==> config.mk <==
export PLATFORM = sky130hd
export DESIGN_NAME = line_proc_sequencer
export DESIGN_NICKNAME = d
export VERILOG_FILES = /design/src/rtl/line_proc_pkg.sv /design/src/rtl/line_proc_sequencer_px_pack.sv /design/src/rtl/line_proc_sequencer.sv
export SDC_FILE = /design/constraint.sdc
export NUM_CORES = 1
export LEC_CHECK = 0
export BUFFER_PORTS_ARGS = -buffer_cell sky130_fd_sc_hd__buf_2
export CELL_PAD_IN_SITES_DETAIL_PLACEMENT = 2
export CELL_PAD_IN_SITES_GLOBAL_PLACEMENT = 2
export CORE_MARGIN = 2
export CORE_UTILIZATION = 29
export CTS_CLUSTER_SIZE = 12
export DETAILED_ROUTE_END_ITERATION = 6
export PLACE_DENSITY_LB_ADDON = 0.08
export SLEW_MARGIN = 20
export SYNTH_ARGS = -nofsm -noshare
export SYNTH_HDL_FRONTEND = slang
export SYNTH_SLANG_ARGS = --single-unit
==> constraint.sdc <==
create_clock -name CLK -period 2.4 [get_ports CLK]
set_clock_uncertainty 0.05 [all_clocks]
set_input_delay 0.48 -clock CLK [delete_from_list [all_inputs] [get_ports CLK]]
set_output_delay 0.48 -clock CLK [all_outputs]
set_load 0.02 [all_outputs]
==> src/rtl/line_proc_pkg.sv <==
// Shared types and defaults for the line sequencer.
// Holds the FSM state encoding and the default maximum line width.
package line_proc_pkg;

  typedef enum logic [1:0] {
    S_IDLE,
    S_READ,
    S_DRAIN,
    S_DONE
  } state_t;

  localparam int DEF_WIDTH = 1600;

endpackage

==> src/rtl/line_proc_sequencer_px_pack.sv <==
// Output pixel register: packs colour channels and the optional alpha byte.
// Used by both the kernel result path and the bypass path.
module px_pack #(
  parameter  int NCH       = 3,
  parameter  int HAS_ALPHA = 1,
  localparam int CW        = NCH * 8,
  localparam int PW        = CW + HAS_ALPHA * 8
) (
  input  logic          clk,
  input  logic          rst_n,
  input  logic          de,
  input  logic [CW-1:0] ch,
  input  logic [7:0]    alpha,
  output logic          out_de,
  output logic [PW-1:0] out_data
);

  logic [PW-1:0] word;

  if (HAS_ALPHA != 0) begin : g_alpha
    assign word = {ch, alpha};
  end else begin : g_no_alpha
    logic unused_alpha;
    assign word = ch;
    assign unused_alpha = ^alpha;
  end

  always_ff @(posedge clk or negedge rst_n) begin
    if (!rst_n) begin
      out_de   <= 1'b0;
      out_data <= '0;
    end else begin
      out_de <= de;
      if (de) out_data <= word;
    end
  end

endmodule

==> src/rtl/line_proc_sequencer.sv <==
// Line sequencer between the line-read DMA and a per-pixel kernel.
// Streams one line per ready event, counts results back, reports overruns.
module line_proc_sequencer
  import line_proc_pkg::*;
#(
  parameter  int MAX_WIDTH = DEF_WIDTH,
  parameter  int WB        = 12,
  parameter  int NCH       = 3,
  parameter  int HAS_ALPHA = 1,
  localparam int CW        = NCH * 8,
  localparam int PW        = CW + HAS_ALPHA * 8
) (
  input  logic          CLK,
  input  logic          RST_N,
  input  logic [WB-1:0] CFG_WIDTH,
  input  logic          CFG_BYPASS,
  input  logic [7:0]    CFG_ALPHA,
  input  logic          READ_LINE_DONE,
  input  logic [WB-1:0] READ_POSY,
  output logic          IN_DE,
  input  logic [PW-1:0] IN_DATA,
  output logic          K_READY,
  output logic [WB-1:0] K_POSX,
  output logic [WB-1:0] K_POSY,
  input  logic          K_RDEN,
  output logic [CW-1:0] K_IN,
  input  logic          K_WREN,
  input  logic [CW-1:0] K_OUT,
  output logic          OUT_DE,
  output logic [PW-1:0] OUT_DATA,
  output logic          WRITE_LINE_DONE,
  output logic          BUSY,
  output logic          OVERRUN
);

  localparam logic [WB-1:0] MAXW = WB'(MAX_WIDTH);

  state_t        state, state_nxt;
  logic          pend_full;
  logic [WB-1:0] pend_posy;
  logic [WB-1:0] width_q, posy_q;
  logic [WB-1:0] posx, wposx, posx_inc;
  logic          bypass_q, overrun_q;
  logic          consume, rd_act, wr_act;
  logic          res_acc, k_drop, q_drop;
  logic [WB-1:0] cfg_w;
  logic [CW-1:0] px_ch;

  assign cfg_w = (CFG_WIDTH == '0 || CFG_WIDTH > MAXW) ? MAXW : CFG_WIDTH;
  assign consume  = (state == S_IDLE) && pend_full;
  assign rd_act   = (state == S_READ);
  assign wr_act   = rd_act || (state == S_DRAIN);
  assign posx_inc = posx + 1'b1;

  assign K_READY = rd_act && !bypass_q;
  assign IN_DE   = rd_act && (posx < width_q) && (bypass_q || K_RDEN);
  assign res_acc = wr_act && (wposx < width_q)
                && (bypass_q ? IN_DE : K_WREN);
  // Any kernel result not counted as a line pixel is an overrun.
  assign k_drop  = K_WREN && !(res_acc && !bypass_q);
  assign q_drop  = READ_LINE_DONE && pend_full && !consume;

  assign K_IN            = IN_DATA[PW-1 -: CW];
  assign K_POSX          = posx;
  assign K_POSY          = posy_q;
  assign BUSY            = (state != S_IDLE);
  assign WRITE_LINE_DONE = (state == S_DONE);
  assign OVERRUN         = overrun_q;
  assign px_ch = bypass_q ? IN_DATA[PW-1 -: CW] : K_OUT;

  if (HAS_ALPHA != 0) begin : g_alpha_in
    logic unused_in;
    assign unused_in = ^IN_DATA[PW-CW-1:0];
  end

  always_comb begin
    state_nxt = state;
    unique case (state)
      S_IDLE:  if (pend_full) state_nxt = S_READ;
      S_READ:  if (IN_DE && posx_inc == width_q) state_nxt = S_DRAIN;
      S_DRAIN: if (wposx == width_q) state_nxt = S_DONE;
      S_DONE:  state_nxt = S_IDLE;
      default: state_nxt = S_IDLE;
    endcase
  end

  always_ff @(posedge CLK or negedge RST_N) begin
    if (!RST_N) state <= S_IDLE;
    else        state <= state_nxt;
  end

  always_ff @(posedge CLK or negedge RST_N) begin
    if (!RST_N) begin
      pend_full <= 1'b0;
      pend_posy <= '0;
    end else if (consume) begin
      pend_full <= READ_LINE_DONE;
      if (READ_LINE_DONE) pend_posy <= READ_POSY;
    end else if (READ_LINE_DONE && !pend_full) begin
      pend_full <= 1'b1;
      pend_posy <= READ_POSY;
    end
  end

  always_ff @(posedge CLK or negedge RST_N) begin
    if (!RST_N) begin
      width_q  <= '0;
      bypass_q <= 1'b0;
      posy_q   <= '0;
      posx     <= '0;
      wposx    <= '0;
    end else if (consume) begin
      width_q  <= cfg_w;
      bypass_q <= CFG_BYPASS;
      posy_q   <= pend_posy;
      posx     <= '0;
      wposx    <= '0;
    end else begin
      if (IN_DE)   posx  <= posx_inc;
      if (res_acc) wposx <= wposx + 1'b1;
    end
  end

  always_ff @(posedge CLK or negedge RST_N) begin
    if (!RST_N) overrun_q <= 1'b0;
    else        overrun_q <= overrun_q | q_drop | k_drop;
  end

  px_pack #(
    .NCH      (NCH),
    .HAS_ALPHA(HAS_ALPHA)
  ) u_pack (
    .clk     (CLK),
    .rst_n   (RST_N),
    .de      (res_acc),
    .ch      (px_ch),
    .alpha   (CFG_ALPHA),
    .out_de  (OUT_DE),
    .out_data(OUT_DATA)
  );

endmodule

==> results by stage <==
Yosys:
- The cell count after synthesis is 547.
- The area share of the largest cell type after synthesis is 42.53%.
- The net count of the mapped netlist is 671.
- The count of flip-flops with a built-in enable after synthesis is 0.
- In this run the cell area of the synthesized design comes to 0.005766 mm2.
- The most common flop cell mapped by yosys is sky130_fd_sc_hd__dfrtp_1.
- The register area share after synthesis is 42.53%.
- Of all cell types, the one taking the most synthesized area is sky130_fd_sc_hd__dfrtp_1.
- The count of cell types in the netlist is 65.
- The post-synthesis area per instance is 10.54 um2.
- The flip-flop and latch count after synthesis is 98.
- By area the synthesized netlist is led by sky130_fd_sc_hd__dfrtp_1 (43%), sky130_fd_sc_hd__mux2_2 (7.2%), sky130_fd_sc_hd__ha_1 (6.5%).
- After synthesis, the share of flip-flops with an asynchronous set or reset is 100.0%.
- During synthesis, Yosys emitted a total of 0 warnings.

Critical path:
- The critical path data required time is 1.87 ns.
- STA classifies the critical path startpoint as a flip-flop.
- The largest individual stage delay along the critical path comes from the cell sky130_fd_sc_hd__dfrtp_1.
- The critical path goes through inv_2 -> ha_4 -> nor2b_4 -> o211ai_1 -> a2111oi_4 -> buf_4 -> or3_4 -> inv_8 -> buf_6.
- The capturing element type of the critical path is an output pin.
- The maximum fanout along the worst path is 3.
- The critical path class is flip-flop to output pin.
- For the worst setup path, the data arrival time is 2.30 ns.
- The maximum cell stage delay along the critical path is 0.40 ns.

Final layout:
- The cell area after layout is 0.008625 mm2.
- The relative area change from synthesis to final layout is 49.59%.
- The total number of nets in the final design is 917.
- Leaving out fill and tap cells, the most frequent cell in the layout is sky130_fd_sc_hd__buf_2.
- The repair_antennas step left the layout with diodes totalling 0.
- The utilization after layout is 44.31%.
- The fraction of final layout cells with drive strength greater than 1 is 56.89%.
- The count of placed standard cells in the final layout, fillers left out is 1063.
- The library cells used most frequently in the layout, excluding fill and tap cells, are sky130_fd_sc_hd__buf_2 (169), sky130_fd_sc_hd__dfrtp_1 (92), sky130_fd_sc_hd__buf_4 (90), sky130_fd_sc_hd__nand2_1 (60), sky130_fd_sc_hd__mux2_2 (37).

Timing:
- Timing would allow up to 0.3540 GHz.
- Subtracting the final worst setup slack from the clock period gives 2.825 ns.
- The final number of hold-violating endpoints is 0.
- The ratio of final minimum period to clock period is 117.7%.
- Once routing completed, OpenROAD measured the worst setup slack at -0.4251 ns.
- The transition at the pin with the smallest max-transition slack is 0.7810 ns.
- The max-slew violation count was 0.
- Setup repair after global routing could not meet its margin everywhere.
- Headroom to the max-slew limit came out at 47.93%.
- The final-report setup violation count is 54.

Detailed routing:
- The remaining antenna violation count is 0.
- After the first detailed-routing iteration, the DRC count stood at 122.
- Dividing the detail-routed via count by the number of cells gives 5.016.
- The first detailed-routing pass ran for 4 iterations.
- After detailed routing, the average wire length per cell comes to 20.97 um.
- Summed over all layers, the routed wires come to 22300 um.
- The routed layout has 5332 vias.
- The DRC violations left is 0.

Clock tree:
- The clock insertion delay at the later pin of the skew report is 0.36 ns.
- The number of buffers added by the clock tree synthesis step is 9.
- The tree is rooted in a sky130_fd_sc_hd__clkbuf_16.
- The CTS tree is built.
- The number of buffers on the longest clock path is 2.
- The clock tree synthesis step divided the H-tree into 3 levels.
- The clock transition time at the flip-flop clock pins of the worst setup and hold paths is 0.08 ns.
- The CTS sink count is 98.
- In this run, post-CTS hold repair placed 0 buffers.

Placement:
- The detailed placer's ending HPWL is 15160 um.
- In this run the tool buffered the top-level ports with 171 buffer cells.
- The placer congestion estimate is 0.8004.
- The pre-CTS worst setup slack is -0.2983 ns.
- The area of placed instances is 0.007372 mm2.
- After detailed placement, the design holds a cell count of 1018.

Run:
- Across the run, the number of max-cap violations was 0.

Min path:
- In this run the worst hold path is classified as primary input to async pin.

Pwr:
- Summed over all cells, the static leakage comes to 4.176 nW.
- For this design the ratio of total power to cell area is 1272 mW/mm2.
- The peak supply drop is 491.6 uV.
- After layout, the design draws a total of 10.97 mW.

Floorplan:
- In this run the count of I/O pins placed on the die edge is 180.
- The floorplan row count is 51.
- The floorplan step set the die width to 145 um.
- The area enclosed by the die boundary is 0.02103 mm2.
- In this run the standard cell core region covers 0.01946 mm2.
- The chip height is 145 um.
- The initial cell density of the core is 29.62%.

Global route:
- The global routing usage summed across all routing layers is 20.88%.
- The number of global-route vias before repair is 6141.
- The wire length of the first global-routing pass is 34730 um.
- Entering global routing, the biggest net connects 43 pins.
- The initial antenna violation count was 1.
- Summed over all layers, the global routing overflow is 0.

Run status:
- The run finished, with violations left.
- The checks that failed: setup timing.
-- worst max-delay path: cells and delay by family, from the launching register on --
family,cells,cell delay [ns]
adder cells (fa/ha/maj),1,0.21
buffers and inverters,4,0.44
AO/OA/AOI/OAI,2,0.38
AND/OR/NAND/NOR,2,0.51
flip-flops,1,0.40
-- routing by layer --
metal	up-vias	part of all wire [%]	GRT usage (%)	wire length (um)
met5	-	0	0	0
met4	0	1.5	3.960	326
met3	18	6.7	6.006	1493
met2	166	50	37.17	11250
met1	2708	41	25.21	9229
li1	2440	-	-	-
-- cell families (layout without fill, tap and decap cells) --
family | Yosys count | in the layout | share of synthesized area (%)
muxes | 70 | 70 | 13.67
and+or+nand+nor | 158 | 158 | 13.85
AOI/OAI and AO/OA | 95 | 95 | 12.83
adders and majority gates | 30 | 30 | 6.510
buffers and inverters | 78 | 329 | 7.509
xor gates and xnor gates | 18 | 18 | 3.103
DFF | 98 | 98 | 42.53
-- state kept, by name (all words and copies together) (netlist names) --
register / cells
u_pack.out_data: 32
K_POSX: 12
K_POSY: 12
pend_posy: 12
width_q: 12
wposx: 12
state: 2
OVERRUN: 1
bypass_q: 1
pend_full: 1
u_pack.out_de: 1
-- repair_timing --
action / CTS / global route
setup endpoints to repair: 56 / 58
pin swaps: 18 / 23
buffers inserted: 22 / 16
cloned: 4 / 0
gates resized for setup: 86 / 55
-- cells in the mapped netlist (5+ instances only) --
cell type and instances:
sky130_fd_sc_hd__a21o_1 9, sky130_fd_sc_hd__a21oi_1 23, sky130_fd_sc_hd__a22o_1 8, sky130_fd_sc_hd__buf_2 7
sky130_fd_sc_hd__buf_4 25, sky130_fd_sc_hd__buf_6 5, sky130_fd_sc_hd__clkbuf_1 10, sky130_fd_sc_hd__dfrtp_1 98
sky130_fd_sc_hd__ha_1 30, sky130_fd_sc_hd__inv_1 25, sky130_fd_sc_hd__mux2_1 33, sky130_fd_sc_hd__mux2_2 37
sky130_fd_sc_hd__nand2_1 61, sky130_fd_sc_hd__nand3_1 17, sky130_fd_sc_hd__nand4_1 9, sky130_fd_sc_hd__nor2_1 24
sky130_fd_sc_hd__nor4_1 8, sky130_fd_sc_hd__o41ai_1 6, sky130_fd_sc_hd__or3_1 5, sky130_fd_sc_hd__or4_1 7
sky130_fd_sc_hd__xnor2_1 9, sky130_fd_sc_hd__xor2_1 7
-- power breakdown --
group / leakage, nW / switching [mW] / total, mW / internal (mW)
sequential: 1.21 / 0.364 / 2.66 / 2.29
combinational: 2.82 / 3.52 / 6.80 / 3.27
clock: 0.149 / 0.771 / 1.51 / 0.744
-- cell type report --
cell class / instances / area, um2
clock inverter: 7 / 81.33
fill: 2052 / 10840
sequential: 98 / 2460
tap: 265 / 331.6
timing repair buffer: 286 / 1922
multi-input combinational: 371 / 3496
inverter: 27 / 108.9
clock buffer: 9 / 225.2
-- per-stage QoR --
stage / setup TNS (ns) / hold slack, ns
after global placement: -3.969 / 0.3919
after CTS: -11.52 / 0.03570
final: -11.52 / 0.02489
after detailed placement: -5.726 / 0.4105
after floorplan: -4.055 / 0.1344
after global routing: -15.76 / 0.04251
-- final timing paths --
kind                         startpoint                   to  slack [ns]  cells after the start
setup / recovery             width_q[1]                IN_DE       -0.43                      9
setup reg to reg             width_q[6]  u_pack.out_data[28]       -0.32                     12
hold / removal                    RST_N   u_pack.out_data[3]        0.02                      1
min in group CLK           READ_POSY[4]         pend_posy[4]        0.29                      2
hold reg to reg            pend_posy[0]            K_POSY[0]        0.42                      2
max in group asynchronous         RST_N   u_pack.out_data[0]        1.66                      2
Power figures use the tool's default switching activity.
